### src/rtl/sn_bus_responder_if.sv
`default_nettype none
// ============================================================================
//  Module      : sn_bus_if
//  Description : Host write-strobe bus of the PSG sound core. The host drives
//                nCE/nWE/D and watches READY to pace its writes.
//  Ports       : nCE   - chip enable, active low    (host -> chip)
//                nWE   - write enable, active low   (host -> chip)
//                D     - write data byte            (host -> chip)
//                READY - 1 = ready, 0 = busy        (chip -> host)
//  Revision    : 1.0 - initial release
// ============================================================================
interface sn_bus_if;
  logic       nCE;
  logic       nWE;
  logic [7:0] D;
  logic       READY;

  modport master (output nCE, output nWE, output D, input READY);
  modport slave  (input nCE, input nWE, input D, output READY);
endinterface
`default_nettype wire

### src/rtl/sn_bus_responder.sv
`default_nettype none
// ============================================================================
//  Module      : sn_bus_responder
//  Description : Chip-side write-bus responder for the PSG sound core. Accepts
//                byte writes on the nCE/nWE/D strobe bus, paces the host with
//                READY and decodes SN76489-style latch/data bytes into three
//                10-bit tone periods, four attenuators and a noise control.
//  Parameters  : BUSY_CYCLES - CLK cycles READY stays low per write (1..255)
//  Ports       : CLK, RST (async, active high)
//                bus         - sn_bus_if slave (nCE, nWE, D, READY)
//                tone0..2    - tone period registers (10 bit)
//                atten0..3   - attenuators, 0 = loudest, F = off
//                noise_ctrl  - noise mode/rate
//                noise_reset - one-cycle pulse on each noise_ctrl write
//                wr_strobe   - one-cycle pulse when a byte is applied
//  Options     : define SN_BUS_INPUT_SYNC_EN to pass nCE/nWE through 2-flop
//                synchronizers (accept-to-READY-low latency 3 CLK instead of 1)
//  Revision    : 1.0 - initial release
// ============================================================================
module sn_bus_responder #(
  parameter int BUSY_CYCLES = 32
) (
  input  wire logic       CLK,
  input  wire logic       RST,
  sn_bus_if.slave         bus,
  output logic [9:0]      tone0,
  output logic [9:0]      tone1,
  output logic [9:0]      tone2,
  output logic [3:0]      atten0,
  output logic [3:0]      atten1,
  output logic [3:0]      atten2,
  output logic [3:0]      atten3,
  output logic [2:0]      noise_ctrl,
  output logic            noise_reset,
  output logic            wr_strobe
);

  localparam logic [7:0] c_count_load = 8'(BUSY_CYCLES - 1);

  typedef enum logic [1:0] {
    ST_IDLE     = 2'd0,
    ST_BUSY     = 2'd1,
    ST_WAIT_REL = 2'd2
  } state_t;

  state_t      r_state, w_state_nxt;
  logic [7:0]  r_count, w_count_nxt;
  logic        w_accept;
  logic        w_ready;
  logic        w_strobe_n;
  logic        r_strobe_prev;
  logic        w_strobe_fall;

  logic        r_pending;
  logic [7:0]  r_data;
  logic [2:0]  r_latch;      // {chan[1:0], type}
  logic [2:0]  w_sel;
  logic [9:0]  r_tone0, r_tone1, r_tone2;
  logic [3:0]  r_atten [4];
  logic [2:0]  r_noise;
  logic        r_noise_reset;
  logic        r_wr_strobe;

  // --------------------------------------------------------------------------
  // Strobe conditioning
  // --------------------------------------------------------------------------
`ifdef SN_BUS_INPUT_SYNC_EN
  logic [1:0] r_nce_sync;
  logic [1:0] r_nwe_sync;

  always_ff @(posedge CLK or posedge RST) begin
    if (RST) begin
      r_nce_sync <= 2'b11;
      r_nwe_sync <= 2'b11;
    end else begin
      r_nce_sync <= {r_nce_sync[0], bus.nCE};
      r_nwe_sync <= {r_nwe_sync[0], bus.nWE};
    end
  end

  assign w_strobe_n = r_nce_sync[1] | r_nwe_sync[1];
`else
  assign w_strobe_n = bus.nCE | bus.nWE;
`endif

  assign w_strobe_fall = r_strobe_prev & ~w_strobe_n;

  // --------------------------------------------------------------------------
  // Handshake FSM
  // --------------------------------------------------------------------------
  always_ff @(posedge CLK or posedge RST) begin
    if (RST) begin
      r_state <= ST_IDLE;
      r_count <= 8'd0;
    end else begin
      r_state <= w_state_nxt;
      r_count <= w_count_nxt;
    end
  end

  always_comb begin
    w_state_nxt = r_state;
    w_count_nxt = r_count;
    w_accept    = 1'b0;
    w_ready     = 1'b1;
    case (r_state)
      ST_IDLE: begin
        if (w_strobe_fall) begin
          w_accept    = 1'b1;
          w_state_nxt = ST_BUSY;
          w_count_nxt = c_count_load;
        end
      end
      ST_BUSY: begin
        w_ready = 1'b0;
        if (r_count == 8'd0) begin
          // A strobe still held low must be released before the next write
          w_state_nxt = w_strobe_n ? ST_IDLE : ST_WAIT_REL;
        end else begin
          w_count_nxt = r_count - 8'd1;
        end
      end
      ST_WAIT_REL: begin
        if (w_strobe_n) begin
          w_state_nxt = ST_IDLE;
        end
      end
      default: begin
        w_state_nxt = ST_IDLE;
      end
    endcase
  end

  // READY is decoded from state so reset drives it high asynchronously
  assign bus.READY = w_ready;

  // --------------------------------------------------------------------------
  // Capture and register-file decode
  // --------------------------------------------------------------------------
  // Latch bytes carry their own target; data bytes reuse the latched one.
  assign w_sel = r_data[7] ? r_data[6:4] : r_latch;

  always_ff @(posedge CLK or posedge RST) begin
    if (RST) begin
      r_strobe_prev <= 1'b1;
      r_pending     <= 1'b0;
      r_data        <= 8'd0;
      r_latch       <= 3'd0;
      r_tone0       <= 10'd0;
      r_tone1       <= 10'd0;
      r_tone2       <= 10'd0;
      r_atten[0]    <= 4'hF;
      r_atten[1]    <= 4'hF;
      r_atten[2]    <= 4'hF;
      r_atten[3]    <= 4'hF;
      r_noise       <= 3'd0;
      r_noise_reset <= 1'b0;
      r_wr_strobe   <= 1'b0;
    end else begin
      r_strobe_prev <= w_strobe_n;
      r_pending     <= w_accept;
      r_noise_reset <= 1'b0;
      r_wr_strobe   <= 1'b0;
      if (w_accept) begin
        r_data <= bus.D;
      end
      if (r_pending) begin
        r_wr_strobe <= 1'b1;
        if (r_data[7]) begin
          r_latch <= r_data[6:4];
        end
        if (w_sel[0]) begin
          r_atten[w_sel[2:1]] <= r_data[3:0];
        end else begin
          case (w_sel[2:1])
            2'd0: begin
              if (r_data[7]) r_tone0[3:0] <= r_data[3:0];
              else           r_tone0[9:4] <= r_data[5:0];
            end
            2'd1: begin
              if (r_data[7]) r_tone1[3:0] <= r_data[3:0];
              else           r_tone1[9:4] <= r_data[5:0];
            end
            2'd2: begin
              if (r_data[7]) r_tone2[3:0] <= r_data[3:0];
              else           r_tone2[9:4] <= r_data[5:0];
            end
            default: begin
              r_noise       <= r_data[2:0];
              r_noise_reset <= 1'b1;
            end
          endcase
        end
      end
    end
  end

  assign tone0       = r_tone0;
  assign tone1       = r_tone1;
  assign tone2       = r_tone2;
  assign atten0      = r_atten[0];
  assign atten1      = r_atten[1];
  assign atten2      = r_atten[2];
  assign atten3      = r_atten[3];
  assign noise_ctrl  = r_noise;
  assign noise_reset = r_noise_reset;
  assign wr_strobe   = r_wr_strobe;

endmodule
`default_nettype wire
### src/flat_wrapper.sv
// flat-port wrapper written by rule: the top's interface ports become plain ports
module sn_bus_responder_flat 
#(
  parameter int BUSY_CYCLES = 32
)
  (CLK, RST, tone0, tone1, tone2, atten0, atten1, atten2, atten3, noise_ctrl, noise_reset, wr_strobe, bus_nCE, bus_nWE, bus_D, bus_READY);
  sn_bus_if bus_i ();
  input  wire logic CLK;
  input  wire logic RST;
  output logic [9:0] tone0;
  output logic [9:0] tone1;
  output logic [9:0] tone2;
  output logic [3:0] atten0;
  output logic [3:0] atten1;
  output logic [3:0] atten2;
  output logic [3:0] atten3;
  output logic [2:0] noise_ctrl;
  output logic noise_reset;
  output logic wr_strobe;
  input wire logic [$bits(bus_i.nCE)-1:0] bus_nCE;
  input wire logic [$bits(bus_i.nWE)-1:0] bus_nWE;
  input wire logic [$bits(bus_i.D)-1:0] bus_D;
  output wire logic [$bits(bus_i.READY)-1:0] bus_READY;
  assign bus_i.nCE = bus_nCE;
  assign bus_i.nWE = bus_nWE;
  assign bus_i.D = bus_D;
  assign bus_READY = bus_i.READY;
  sn_bus_responder #(.BUSY_CYCLES(BUSY_CYCLES)) u_core (.CLK(CLK), .RST(RST), .bus(bus_i), .tone0(tone0), .tone1(tone1), .tone2(tone2), .atten0(atten0), .atten1(atten1), .atten2(atten2), .atten3(atten3), .noise_ctrl(noise_ctrl), .noise_reset(noise_reset), .wr_strobe(wr_strobe));
endmodule
### config.mk
export PLATFORM = sky130hd
export DESIGN_NAME = sn_bus_responder_flat
export DESIGN_NICKNAME = d
export VERILOG_FILES = /design/src/rtl/sn_bus_responder_if.sv /design/src/rtl/sn_bus_responder.sv /design/src/flat_wrapper.sv
export SDC_FILE = /design/constraint.sdc
export NUM_CORES = 1
export LEC_CHECK = 0
export ABC_CLOCK_PERIOD_IN_PS = 2400
export CORE_MARGIN = 4
export CORE_UTILIZATION = 45
export DETAILED_ROUTE_END_ITERATION = 16
export GPL_ROUTABILITY_DRIVEN = 0
export PLACE_DENSITY = 0.72
export SYNTH_ARGS = -nofsm -noshare
export SYNTH_HDL_FRONTEND = slang
export SYNTH_SLANG_ARGS = --single-unit
### constraint.sdc
create_clock -name CLK -period 2.4 [get_ports CLK]
set_input_delay 0.24 -clock CLK [delete_from_list [all_inputs] [get_ports CLK]]
set_output_delay 0.24 -clock CLK [all_outputs]
set_load 0.01 [all_outputs]
# [Word-level counts from Yosys, hierarchy flattened]
# Index checks and enable logic that the tools add are counted.
[totals] register_bits=74 output_inout_bits=52 elab_cells=72
[classes] addsub=1 order_cmp=2 n_eq_ne=8 n_mux=19 bitwise_logic=7 n_reduce_logical=16
[op_table] cell="4-bit AND reduction" n=6
[op_table] cell="16-bit bitwise mux" n=1
[op_table] cell="8-bit two-way mux" n=2
[op_table] cell="8-bit one-hot mux with 2 select lines" n=1
[op_table] cell="3-bit AND reduction" n=3
[op_table] cell="4-bit demux with 2-bit select" n=1
[op_table] cell="8-bit zero test" n=1
[op_table] cell="2-bit two-way mux" n=4
[op_table] cell="8-bit by 1-bit subtractor with 8-bit output, second input constant" n=1
[op_table] cell="1-bit two-way mux" n=7
[op_table] cell="2-bit by 1-bit != test with 1-bit output, second input constant" n=3
[op_table] cell="2-bit one-hot mux with 3 select lines" n=1
[op_table] cell="2-bit by 1-bit equality test with 1-bit output, second input constant" n=2
[op_table] cell="2-bit equality test, second input constant" n=2
[op_table] cell="2-bit zero test" n=2
[op_table] cell="4-bit two-way mux" n=1
[op_table] cell="1-bit inverter" n=4
[op_table] cell="3-bit greater-or-equal comparator, second input constant" n=1
[op_table] cell="3-bit by 1-bit less-than comparator with 1-bit output, second input constant" n=1
[op_table] cell="3-bit two-way mux" n=1
[op_table] cell="2-bit inverter with 3-bit output" n=1
[op_table] cell="3-bit OR reduction" n=1
[op_table] cell="2-bit != test, second input constant" n=1
[op_table] cell="2-bit AND reduction" n=1
[op_table] cell="4 further kinds" n=4

# [Depth between registers and ports, before layout]
[depth] depth_word=7 depth_mapped=7

# [Least setup slack after synthesis]
# Ideal clock, no wire load.
[synth_path] path_kind="register to register" startpoint="reg u_core.r_count[0]" endpoint="reg u_core.r_count[1]" arrival_ns=1.704 required_time_ns=2.318 path_slack_ns=0.614 path_stages_with_launch=8 n_path_buf=1 synth_period_minus_slack_ns=1.786 cell_sequence="dfrtp_1 -> inv_1 -> ha_1 -> or3b_2 -> o21a_1 -> buf_6 -> or2_4 -> a31oi_1"
[synth_between] elab_chain_cells=3
[synth_lines] element="start: declaration" line="sn_bus_responder.sv:47" text="logic [7:0] r_count, w_count_nxt;"
[synth_lines] element="start signal: assignment" line="sn_bus_responder.sv:97" text="r_count <= w_count_nxt;"
[synth_lines] element="8-bit by 1-bit subtractor with 8-bit output or 8-bit zero test (tied branches)" line="sn_bus_responder.sv:120, sn_bus_responder.sv:116"
[synth_lines] element="8-bit two-way mux or 2-bit != test (tied branches)"
[synth_lines] element="8-bit one-hot mux with 2 select lines or 3-bit AND reduction (tied branches)"
# Several ways; a longest one is shown, not always the timed one. The select of a mux whose other input is x is not followed.
# A chain may end at the register's enable or synchronous reset.

# [Worst setup path after layout]
# Same ends and word-level chain as after synthesis.

==> qor.yml <==
result_of_the_run: "finished clean"
tritoncts: "built"
crit_fanout: 9
max_slew_margin: 0.671
setup.worst_path.end_class: "register"
synth.ff_latch_count: 74
report.final.hold_viol_count: 0
drt-wirelength-per-cell_um: 16.1
clock_tree.buffer_depth: 2
postCtsSetupRepairBufs: 0
rsz0062_at_grt: "no"
post-dp-hpwl_mm: 4.19
skew_ns: 0.00910
critical_path_class: "register to register"
hold_path_class: "primary input to asynchronous set/reset pin"
drt_drc_violations_left: 0
setup-tns-final_ns: 0
grt_antenna_before_repair: 0
numClockSinks: 74
chip_width_um: 90.0
syn_inst: 230
worst_ir_drop_on_vdd_mv: 0.594
clock_tree.root_cell: "clkbuf_8"
ioPinCount: 64
timing.fmax_ghz: 0.529
first_global_vias: 2054
synthesis.nets: 244
setup_viol: 0
number_of_buffers_added_on_ports: 63
clk-insertion-delay-late_ns: 0.35
finalNonFillerCells: 383
die_y_um: 90.0
final_antenna_net_count: 0
total_instance_count_after_detailed_placement: 367
routed-via-count: 1997
detailedRoute.firstIterationViolations: 57
tritoncts.num_buffers: 9
worst-slew-pin-transition_ns: 0.490
ys_seq_area_frac: 0.620
max_cap_violations: 0
seq_area_um2: 1870
cts-htree-levels: 3
num-fill-cells: 513
postCtsHoldBufs: 0
whs_ns: 0.285
route.final.wire_length_mm: 6.17
cts.reportedPaths.clkPinSlew_ns: 0.08
grt_pass1_wl_mm: 10.6
fin_crit_sh: 0.787
placeableCoreArea_um2: 6420
layout.cells.most_common: "clkdlybuf4s50_1"
drt-vias-per-instance: 5.21
timing.critical_path.from_type: "register"
groute.usage.overall: 0.169
yosysUniqueCellTypes: 37
post-layout-total-power_w: 0.00405
grt_remaining_overflow: 0
die-area_um2: 8090
cp_data_required_time_ns: 2.67
grt_start_max_net_pins: 75
mappedNetlistArea_um2: 3020
antenna_cells_inserted: 0
effective_utilization_at_floorplan: 0.471
std_cell_rows: 29
dr.pass1.iters: 4
nets: 315
r2r_cell_count: 6
crit_arrival_ns: 2.16
post_synth.cell_area_avg_um2: 13.1
period_needed_ns: 1.89
proportion_of_layout_cells_with_a_drive_suffix_above_1: 0.327
layout_common_cells: "clkdlybuf4s50_1, dfrtp_1, mux2_2, nand2_1, dfstp_2"
power_density_nw_per_um2: 1020
synth_warnings: 0
syn2layout_area_growth_pct: 31.6
multi_input_comb_area_um2: 1080
post_cts_resize_count: 0
cellLeakagePower_nw: 1.80
slew_violations: 0
## worst paths after layout
| check | from | endpoint | slack (ns) |
|---|---|---|---|
| setup / recovery | u_core.r_count[0]$_DFFE_PP0P_ | u_core.r_count[1]$_DFFE_PP0P_ | 0.51 |
| hold / removal | RST | u_core.tone0[2]$_DFFE_PP0P_ | 0.28 |
| setup reg to reg | u_core.r_count[0]$_DFFE_PP0P_ | u_core.r_count[1]$_DFFE_PP0P_ | 0.51 |
| hold reg to reg | u_core.r_pending$_DFF_PP0_ | u_core.wr_strobe$_DFF_PP0_ | 0.47 |
| max in group asynchronous | RST | u_core.atten3[0]$_DFFE_PP1P_ | 1.77 |
| min in group CLK | bus_D[3] | u_core.r_data[3]$_DFFE_PP0P_ | 0.43 |
## layout make-up
cell class	instances	share of cell area
clock buffer	10	0.0321
tap	77	0.0242
multi-input combinational	139	0.271
timing repair buffer	68	0.171
sequential	74	0.471
clock inverter	6	0.0226
inverter	9	0.00849
## synth_stat cells (all sizes together)
| cell | count | area share |
|---|---|---|
| a21oi | 4 | 0.0066 |
| nor2b | 2 | 0.0041 |
| a31oi | 2 | 0.0041 |
| a32o | 1 | 0.0033 |
| or3b | 1 | 0.0029 |
| nor3 | 3 | 0.0050 |
| or3 | 2 | 0.0050 |
| nor2 | 5 | 0.0062 |
| mux2 | 51 | 0.19 |
| o21a | 1 | 0.0025 |
| nand4 | 2 | 0.0041 |
| nor4 | 4 | 0.014 |
| or2 | 2 | 0.0050 |
| nand2b | 4 | 0.0083 |
| a211oi | 1 | 0.0025 |
| o22ai | 1 | 0.0021 |
| buf | 3 | 0.0066 |
| or4 | 2 | 0.0066 |
| dfrtp | 57 | 0.47 |
| xor2 | 1 | 0.0029 |
| clkbuf | 5 | 0.0062 |
| a22o | 1 | 0.0029 |
| o21ai | 4 | 0.0066 |
| inv | 9 | 0.011 |
| a31o | 1 | 0.0029 |
| ha | 2 | 0.0083 |
| dfstp | 17 | 0.15 |
| nand2 | 35 | 0.043 |
| o211ai | 1 | 0.0025 |
| o31ai | 1 | 0.0025 |
| nand3 | 3 | 0.0050 |
| mux2i | 2 | 0.0066 |
## where the power goes
part           total [W]  leakage (nW)  switching (W)  internal (W)
Sequential       0.00197         0.928       0.000382       0.00159
Combinational    0.00103         0.769       0.000424      0.000607
Clock            0.00105         0.107       0.000463      0.000589
Total            0.00405          1.80        0.00127       0.00278
## cells by family after synthesis
logic type / after synthesis / synth area share
DFF: 74 / 0.620
and+or+nand+nor: 65 / 0.110
muxes: 53 / 0.197
AOI/OAI and AO/OA: 18 / 0.0385
buffers and inverters: 17 / 0.0240
adders and majority gates: 2 / 0.00828
xor gates and xnor gates: 1 / 0.00290
## flip-flops by register name, summed over array words and instances (netlist names)
register and flops:
u_core.atten0 4, u_core.atten1 4, u_core.atten2 4, u_core.atten3 4
u_core.noise_ctrl 3, u_core.noise_reset 1, u_core.r_count 8, u_core.r_data 8
u_core.r_latch 3, u_core.r_pending 1, u_core.r_state 2, u_core.r_strobe_prev 1
u_core.tone0 10, u_core.tone1 10, u_core.tone2 10, u_core.wr_strobe 1
## worst max-delay path, cell delays in order, from the launching register on
cell	delay [ns]
dfrtp_1	0.41
inv_1	0.10
ha_1	0.14
or3b_2	0.46
o21a_1	0.29
or2_4	0.27
a31oi_1	0.15
## stage by stage
step / util / worst slack, ns / cell area (um^2)
2_1_floorplan: - / 0.307 / 3020
5_1_grt: 0.620 / 0.381 / 3980
4_1_cts: 0.620 / 0.504 / 3980
3_3_place_gp: 0.586 / 0.583 / 3760
3_5_place_dp: 0.586 / 0.526 / 3760
6_report: 0.620 / 0.511 / 3980
## per-layer routing
layer / global-route usage / part of all wire / vias up
li1: - / - / 939
met1: 0.226 / 0.48 / 1001
met2: 0.252 / 0.46 / 50
met3: 0.0568 / 0.046 / 7
met4: 0.0714 / 0.017 / 0
met5: 0 / 0 / -
Power figures use the tool's default switching activity.
